**src/rtl/fetch_unit_pkg.sv**
```systemverilog
// Shared constants and types for the instruction fetch front end.
package fetch_unit_pkg;

  // Canonical no-op (addi x0, x0, 0) used as the payload of fault markers.
  localparam logic [31:0] INST_NOP = 32'h0000_0013;

  // Instruction alignment: low PC bits that must be zero.
  localparam logic [1:0] IALIGN_MASK = 2'b11;

  typedef enum logic {
    StFetch = 1'b0,
    StHalt  = 1'b1
  } fetch_state_e;

  function automatic logic is_misaligned(input logic [1:0] pc_lsb);
    return (pc_lsb & IALIGN_MASK) != 2'b00;
  endfunction

endpackage

```
**src/rtl/fetch_queue.sv**
```systemverilog
// Small synchronous FIFO with flush; head word is read straight from storage registers.
module fetch_queue
  import fetch_unit_pkg::*;
#(
  parameter int unsigned WIDTH = 65,
  parameter int unsigned DEPTH = 2
) (
  input  logic                       i_clock,
  input  logic                       i_reset,
  input  logic                       i_flush,
  input  logic                       i_push,
  input  logic [WIDTH-1:0]           i_data,
  input  logic                       i_pop,
  output logic [WIDTH-1:0]           o_data,
  output logic                       o_full,
  output logic                       o_empty,
  output logic [$clog2(DEPTH+1)-1:0] o_count
);

  localparam int unsigned AW = (DEPTH > 1) ? $clog2(DEPTH) : 1;
  localparam int unsigned CW = $clog2(DEPTH + 1);

  logic [WIDTH-1:0] r_mem [DEPTH];
  logic [AW-1:0]    r_wr_ptr;
  logic [AW-1:0]    r_rd_ptr;
  logic [CW-1:0]    r_count;
  logic             w_push_ok;
  logic             w_pop_ok;

  function automatic logic [AW-1:0] ptr_inc(input logic [AW-1:0] p);
    return (p == AW'(DEPTH - 1)) ? '0 : p + AW'(1);
  endfunction

  assign o_empty   = (r_count == '0);
  assign o_full    = (r_count == CW'(DEPTH));
  assign w_pop_ok  = i_pop && !o_empty;
  // A push into a full queue is fine when the head leaves in the same cycle.
  assign w_push_ok = i_push && (!o_full || w_pop_ok);
  assign o_data    = r_mem[r_rd_ptr];
  assign o_count   = r_count;

  // Storage, pointers and occupancy; flush empties without touching storage.
  always_ff @(posedge i_clock or posedge i_reset) begin
    if (i_reset) begin
      for (int i = 0; i < int'(DEPTH); i++) begin
        r_mem[i] <= '0;
      end
      r_wr_ptr <= '0;
      r_rd_ptr <= '0;
      r_count  <= '0;
    end else if (i_flush) begin
      r_wr_ptr <= '0;
      r_rd_ptr <= '0;
      r_count  <= '0;
    end else begin
      if (w_push_ok) begin
        r_mem[r_wr_ptr] <= i_data;
        r_wr_ptr        <= ptr_inc(r_wr_ptr);
      end
      if (w_pop_ok) begin
        r_rd_ptr <= ptr_inc(r_rd_ptr);
      end
      if (w_push_ok && !w_pop_ok) begin
        r_count <= r_count + CW'(1);
      end else if (!w_push_ok && w_pop_ok) begin
        r_count <= r_count - CW'(1);
      end
    end
  end

endmodule

```
**src/rtl/fetch_unit.sv**
```systemverilog
// Instruction fetch front end: PC, request issue, in-order response buffering,
// redirect/fault handling and stale-response dropping.
module fetch_unit
  import fetch_unit_pkg::*;
#(
  parameter int unsigned     XLEN     = 32,
  parameter logic [XLEN-1:0] RESET_PC = '0,
  parameter int unsigned     DEPTH    = 2
) (
  input  logic            clock,
  input  logic            reset,
  output logic            imem_req_valid,
  input  logic            imem_req_ready,
  output logic [XLEN-1:0] imem_req_addr,
  input  logic            imem_resp_valid,
  input  logic [XLEN-1:0] imem_resp_data,
  input  logic            imem_resp_err,
  input  logic            redirect,
  input  logic [XLEN-1:0] redirect_pc,
  output logic            inst_valid,
  input  logic            inst_ready,
  output logic [XLEN-1:0] inst,
  output logic [XLEN-1:0] inst_pc,
  output logic            inst_fault
);

  localparam int unsigned CW = $clog2(DEPTH + 1);
  localparam int unsigned EW = 2 * XLEN + 1;

  fetch_state_e    r_state;
  logic            r_run;
  logic [XLEN-1:0] r_pc;
  logic [CW-1:0]   r_outstanding;
  logic [CW-1:0]   r_drop;
  logic            r_mis_pend;
  logic [XLEN-1:0] r_mis_pc;

  logic            w_req_valid;
  logic            w_req_fire;
  logic            w_deq;
  logic            w_room;
  logic            w_resp_keep;
  logic            w_misaligned;
  logic [CW-1:0]   w_out_next;
  logic            w_q_push;
  logic [EW-1:0]   w_q_din;
  logic [EW-1:0]   w_q_dout;
  logic            w_q_full;
  logic            w_q_empty;
  logic [CW-1:0]   w_q_count;
  logic [XLEN-1:0] w_pcq_dout;
  logic            w_pcq_full;
  logic            w_pcq_empty;
  logic [CW-1:0]   w_pcq_count;
  logic            w_unused;

  assign w_deq        = inst_valid && inst_ready;
  assign w_room       = (int'(r_outstanding) + int'(w_q_count)) < int'(DEPTH);
  // r_run keeps the request low until the first clock edge after reset.
  assign w_req_valid  = r_run && (r_state == StFetch) && (w_room || w_deq);
  assign w_req_fire   = w_req_valid && imem_req_ready;
  assign w_resp_keep  = imem_resp_valid && (r_drop == '0);
  assign w_misaligned = is_misaligned(redirect_pc[1:0]);
  assign w_out_next   = r_outstanding + CW'(w_req_fire) - CW'(imem_resp_valid);

  assign imem_req_valid = w_req_valid;
  assign imem_req_addr  = r_pc;
  assign inst_valid     = !w_q_empty;
  assign inst           = w_q_dout[EW-1 -: XLEN];
  assign inst_pc        = w_q_dout[XLEN:1];
  assign inst_fault     = w_q_dout[0];

  // Full flags and PC-queue occupancy are implied by the outstanding counter.
  assign w_unused = ^{w_q_full, w_pcq_full, w_pcq_empty, w_pcq_count};

  // Select what enters the instruction queue: pending misalign marker or a live response.
  always_comb begin
    w_q_push = 1'b0;
    w_q_din  = '0;
    if (!redirect) begin
      if (r_mis_pend) begin
        w_q_push = 1'b1;
        w_q_din  = {XLEN'(INST_NOP), r_mis_pc, 1'b1};
      end else if (w_resp_keep) begin
        w_q_push = 1'b1;
        w_q_din  = {(imem_resp_err ? XLEN'(INST_NOP) : imem_resp_data), w_pcq_dout, imem_resp_err};
      end
    end
  end

  // Control FSM with PC, outstanding/drop counters and the deferred misalign marker.
  always_ff @(posedge clock or posedge reset) begin
    if (reset) begin
      r_state       <= StFetch;
      r_run         <= 1'b0;
      r_pc          <= RESET_PC;
      r_outstanding <= '0;
      r_drop        <= '0;
      r_mis_pend    <= 1'b0;
      r_mis_pc      <= '0;
    end else begin
      r_run         <= 1'b1;
      r_outstanding <= w_out_next;
      r_mis_pend    <= 1'b0;
      if (redirect) begin
        r_pc   <= redirect_pc;
        // Everything still in flight after this edge belongs to the old stream.
        r_drop <= w_out_next;
        if (w_misaligned) begin
          r_state    <= StHalt;
          r_mis_pend <= 1'b1;
          r_mis_pc   <= redirect_pc;
        end else begin
          r_state <= StFetch;
        end
      end else begin
        if (w_req_fire) begin
          r_pc <= r_pc + XLEN'(4);
        end
        if (imem_resp_valid) begin
          if (r_drop != '0) begin
            r_drop <= r_drop - CW'(1);
          end else if (imem_resp_err) begin
            r_state <= StHalt;
            r_drop  <= w_out_next;
          end
        end
      end
    end
  end

  fetch_queue #(
    .WIDTH (EW),
    .DEPTH (DEPTH)
  ) u_inst_q (
    .i_clock (clock),
    .i_reset (reset),
    .i_flush (redirect),
    .i_push  (w_q_push),
    .i_data  (w_q_din),
    .i_pop   (w_deq),
    .o_data  (w_q_dout),
    .o_full  (w_q_full),
    .o_empty (w_q_empty),
    .o_count (w_q_count)
  );

  // Request PCs in issue order; dropped responses still pop their entry.
  fetch_queue #(
    .WIDTH (XLEN),
    .DEPTH (DEPTH)
  ) u_pc_q (
    .i_clock (clock),
    .i_reset (reset),
    .i_flush (1'b0),
    .i_push  (w_req_fire),
    .i_data  (r_pc),
    .i_pop   (imem_resp_valid),
    .o_data  (w_pcq_dout),
    .o_full  (w_pcq_full),
    .o_empty (w_pcq_empty),
    .o_count (w_pcq_count)
  );

endmodule
```
**config.mk**
```make
export PLATFORM = sky130hd
export DESIGN_NAME = fetch_unit
export DESIGN_NICKNAME = d
export VERILOG_FILES = /design/src/rtl/fetch_unit_pkg.sv /design/src/rtl/fetch_queue.sv /design/src/rtl/fetch_unit.sv
export SDC_FILE = /design/constraint.sdc
export NUM_CORES = 1
export LEC_CHECK = 0
export CAP_MARGIN = 30
export CORE_MARGIN = 4
export CORE_UTILIZATION = 55
export DETAILED_ROUTE_END_ITERATION = 8
export PLACE_DENSITY_LB_ADDON = 0.15
export SLEW_MARGIN = 15
export SYNTH_ARGS = -nofsm -noshare
export SYNTH_HDL_FRONTEND = slang
export SYNTH_HIERARCHICAL = 1
export SYNTH_SLANG_ARGS = --single-unit
export TNS_END_PERCENT = 1
```
**constraint.sdc**
```tcl
create_clock -name clock -period 5.9 [get_ports clock]
set_input_delay 1.18 -clock clock [delete_from_list [all_inputs] [get_ports clock]]
set_output_delay 1.18 -clock clock [all_outputs]
set_load 0.02 [all_outputs]
```
## Word level (Yosys, flattened, before mapping)

Index checks and enable logic that the tools add are counted.

| word-level totals | value |
|---|---|
| register bits | 273 |
| input port bits | 71 |
| output and inout port bits | 99 |
| logic and storage cells | 133 |

| cells by class | value |
|---|---|
| add/sub/neg operators | 13 |
| magnitude comparators | 7 |
| equal/unequal tests | 3 |
| multiplexer cells | 44 |
| bitwise logic cells | 6 |
| reductions and logical operators | 43 |

Operators by type and width:

| kind | number |
|---|---|
| $mux 65 | 7 |
| $mux 32 | 7 |
| $bwmux 130 | 1 |
| $demux 65 s1 | 1 |
| $bwmux 64 | 1 |
| $add 32x3->32 const B | 1 |
| $demux 32 s1 | 1 |
| $mux 2 | 9 |
| $mux 1 | 17 |
| $reduce_bool 2->1 | 8 |
| $logic_and 1x1->1 | 15 |
| $ge 2x2->1 const B | 4 |
| $logic_not 1->1 | 8 |
| $not 1->2 | 4 |
| $logic_not 2->1 | 3 |
| $reduce_and 2->1 | 3 |
| $reduce_bool 3->1 | 2 |
| $sub 2x1->2 const B | 3 |
| $add 1x1->1 const B | 4 |
| $add 2x1->2 const B | 2 |
| $eq 2x2->1 const B | 2 |
| $lt 2x1->1 const B | 2 |
| $add 2x2->3 | 1 |
| $logic_or 1x1->1 | 3 |
| 6 further kinds | 7 |

## Logic depth before layout (Yosys ltp)

| depth | value |
|---|---|
| depth in word-level cells | 12 |
| gate-level depth with buffers | 11 |
| depth with buffers taken out | 11 |

## Modules after synthesis

The synthesis kept the hierarchy.

By module, submodules not included:

| module | times used | cells each | area an instance (um^2) | seq. area each (um^2) |
|---|---|---|---|---|
| fetch_queue at u_inst_q | 1 | 370 | 5952.0 | 3353.2 |
| fetch_unit | 1 | 402 | 4001.3 | 1776.7 |
| fetch_queue at u_pc_q | 1 | 195 | 3120.5 | 1701.6 |

## Worst setup path before layout

No wires, ideal clock.

| timing | value |
|---|---|
| kind | input -> register |
| start | in inst_ready |
| end | reg u_pc_q/r_mem[32] (netlist bit) |
| setup time | 0.125 ns |
| arrival | 2.868 ns |
| required time | 5.775 ns |
| slack | 2.907 ns |
| cell stages on the path | 8 |
| path through | and2b_1 > buf_2 > o211ai_1 > inv_1 > or4b_1 > buf_6 > buf_12 > mux2_4 |

| between the ends | value |
|---|---|
| cells in the longest elaborated chain, start to end | 5 |

Ends and longest elaborated chain:

| what | line | RTL |
|---|---|---|
| from (decl) | fetch_unit.sv:21 | `input logic inst_ready,` |
| $logic_and 1x1->1 | fetch_unit.sv:57 | `assign w_deq = inst_valid && inst_ready;` |
| named net w_deq | fetch_unit.sv:40 | `logic w_deq;` |
| $logic_or 1x1->1 | fetch_unit.sv:60 | `assign w_req_valid = r_run && (r_state == StFetch) && (w_room \|\| w_deq);` |
| $logic_and 1x1->1 | fetch_unit.sv:60 |  |
| $logic_and 1x1->1 | fetch_unit.sv:61 | `assign w_req_fire = w_req_valid && imem_req_ready;` |
| named net w_req_fire | fetch_unit.sv:39 | `logic w_req_fire;` |
| $logic_and 1x1->1 | fetch_queue.sv:38 | `assign w_push_ok = i_push && (!o_full \|\| w_pop_ok);` |
| to (signal, indexed assignment) | fetch_queue.sv:57 | `r_mem[r_wr_ptr] <= i_data;` |
| to (decl) | fetch_queue.sv:23 | `logic [WIDTH-1:0] r_mem [DEPTH];` |

The timed path passes the listed nets, and every way through them passes these cells.
A chain may end at the register's enable or synchronous reset.

## Worst setup path after layout

| timing | value |
|---|---|
| start | reg u_inst_q.r_rd_ptr |
| end | out inst_pc[1] |

| between the ends | value |
|---|---|
| cells in the longest elaborated chain, start to end | 4 |

Ends and longest elaborated chain:

| what | line | RTL |
|---|---|---|
| from (decl) | fetch_queue.sv:25 | `logic [AW-1:0] r_rd_ptr;` |
| from (signal assigned) | fetch_queue.sv:61 | `r_rd_ptr <= ptr_inc(r_rd_ptr);` |
| $not 1->2 (implied by the code) | fetch_queue.sv:39 | `assign o_data = r_mem[r_rd_ptr];` |
| $mux 65 (implied by the code) (3 in a row) | fetch_queue.sv:39 |  |
| to (decl) | fetch_unit.sv:23 | `output logic [XLEN-1:0] inst_pc,` |

Every way passes these cells. The select of a mux whose other input is x is not followed.

==> impl_metrics.tcl <==
set metrics [dict create \
    outcome "finished, final reports clean" \
    maxCapViolations 0 \
    relSlewSlack 0.341 \
    crit_arrival_ns 2.97 \
    num_antenna_cells 0 \
    worst_path_max_delay_cell "dfrtp_2" \
    skew_ns 0.0176 \
    start_util 0.558 \
    grt_setup_unrepaired "no" \
    via_count 8272 \
    grt_max_degree 54 \
    max_freq_ghz 0.241 \
    ir_drop_mv 0.202 \
    io_pins 170 \
    place.gp.congestion 0.773 \
    grt-ovfl-total 0 \
    die-area_um2 26300 \
    routed_via_density 5.68 \
    hold_class "reg -> reg" \
    postCtsSetupRepairBufs 0 \
    first_global_vias 8422 \
    h-tree-depth 1 \
    cp_cell_sequence "buf_4 > mux2_2 > clkdlybuf4s50_1" \
    path_max_fanout 37 \
    final_cell_count_no_fill 1457 \
    clock_latency_ns 0.54 \
    ant_nets 0 \
    cp-start-kind "flop" \
    first_pass_iters 4 \
    leakagePower_uw 0.00735 \
    drv_slew 0 \
    yosysWarnings 6 \
    p_per_area_nw_per_um2 391 \
    wirelength_um 29700 \
    final_core_util 0.676 \
    holdBufCountCts 0 \
    critical_path.max_stage_delay_ns 0.96 \
    crit_path_end_kind "primary output" \
    dieWidth_um 162 \
    min_period_over_period 0.703 \
    syn_area_um2 13100 \
    crit_type "reg -> out" \
    crit_family "buffers and inverters" \
    cts.repair.resized 0 \
    critPathBufInv 2 \
    drive_gt1_frac 0.345 \
    cts_sinks 273 \
    drtIter0Drc 546 \
    nFillCells 1770 \
    antenna_found_initial 0 \
    cts_tree "yes" \
    area_growth_pct 21.1 \
    synth.avg_cell_area_um2 13.5 \
    worst_pin_slew_ns 0.983 \
    tns_ns 0 \
    power_uw 6180 \
    setup-violations-final 0 \
    die-height_um 162 \
    clk_pin_slew_ns 0.06 \
    wl_per_cell_um 20.4 \
    hold_violations 0 \
    syn_inst 964 \
    min_period_ns 4.15 \
    core_area_um2 23400 \
    place_hpwl_um 19400 \
    critPathRequiredTime_ns 4.72 \
    cts_max_path_buffers 3 \
    rows 56 \
    grt_usage 0.224 \
    numPortBuffers 169 \
    finalNetCount 1199 \
    grt_pass1_wl_um 47400 \
    dp_cells 1410 \
    drcViolationCount 0 \
    cts_buffers 29 \
    clock-root-buffer "clkbuf_16" \
]
-- registers in the layout, summed over array words and instances (netlist names), 2 cells and up --
register / count
u_pc_q/o_count: 2
r_drop: 2
u_pc_q/r_mem: 64
u_inst_q/o_count: 2
imem_req_addr: 32
r_outstanding: 2
u_inst_q/r_mem: 130
r_mis_pc: 32
-- per-stage QoR --
stage          worst slack, ns  instance area, µm²  hold slack [ns]
3_5_place_dp              1.51               14900            0.469
3_3_place_gp              1.58               14900            0.473
2_1_floorplan             1.14               13100            0.446
6_report                  1.75               15800            0.482
5_1_grt                   1.62               15800            0.507
4_1_cts                   1.67               15800            0.484
-- per-layer routing --
layer,vias to the layer above,share of wire,track usage
li1,3818,-,-
met1,4220,0.48,0.346
met2,195,0.45,0.342
met3,39,0.046,0.0299
met4,0,0.017,0.0484
met5,-,0,0
-- layout by cell type, fill, tap and decap left out, types with 7 or more instances in the layout --
master           count
clkbuf_1             7
nor2_1              27
dfrtp_1            271
a22o_1              32
or3_1               11
nand3_1              7
a31oi_1             21
o31ai_1             12
mux2_2             253
clkdlybuf4s50_1    169
o21ai_0             26
buf_4               13
and2_1              32
or4_1               13
nand2_1             33
clkbuf_16           29
inv_1               10
mux2_4              68
conb_1               7
xor2_1              11
-- report_power, final --
part	total [µW]	internal, µW	leakage, µW	switching [µW]
Clock	1690	986	0.000428	701
Combinational	1850	1070	0.00337	778
Sequential	2650	2300	0.00355	345
-- worst paths after layout --
check	start	to	slack (ns)	cells after the start
max in group asynchronous	reset	r_mis_pc[10]$_DFFE_PP0P_	3.64	3
min in group asynchronous	reset	u_inst_q/r_mem[86]$_DFFE_PP0P_	1.20	2
worst min register to register	r_mis_pc[0]$_DFFE_PP0P_	r_mis_pc[0]$_DFFE_PP0P_	0.48	2
worst min-delay path	r_mis_pc[0]$_DFFE_PP0P_	r_mis_pc[0]$_DFFE_PP0P_	0.48	2
worst max register to register	u_inst_q/o_count[0]$_DFFE_PP0P_	u_pc_q/r_mem[61]$_DFFE_PP0P_	2.11	8
worst max-delay path	u_inst_q/r_rd_ptr$_DFFE_PP0P_	inst_pc[1]	1.75	3
-- worst min-delay path, delay by kind of cell (launching register included) --
family,cells,cell delay (ns)
flops,1,0.35
simple gates,2,0.10
-- area by class of cell --
class / instances / area [µm²] / share of cell area
clock buffers: 40 / 807 / 0.0510
clock inverters: 7 / 62.6 / 0.00396
inverters: 14 / 55.1 / 0.00348
multi-input cells: 621 / 5850 / 0.370
flip-flops and latches: 273 / 6830 / 0.432
well taps: 319 / 399 / 0.0252
repair buffers: 183 / 1810 / 0.114
Power figures use the tool's default switching activity.
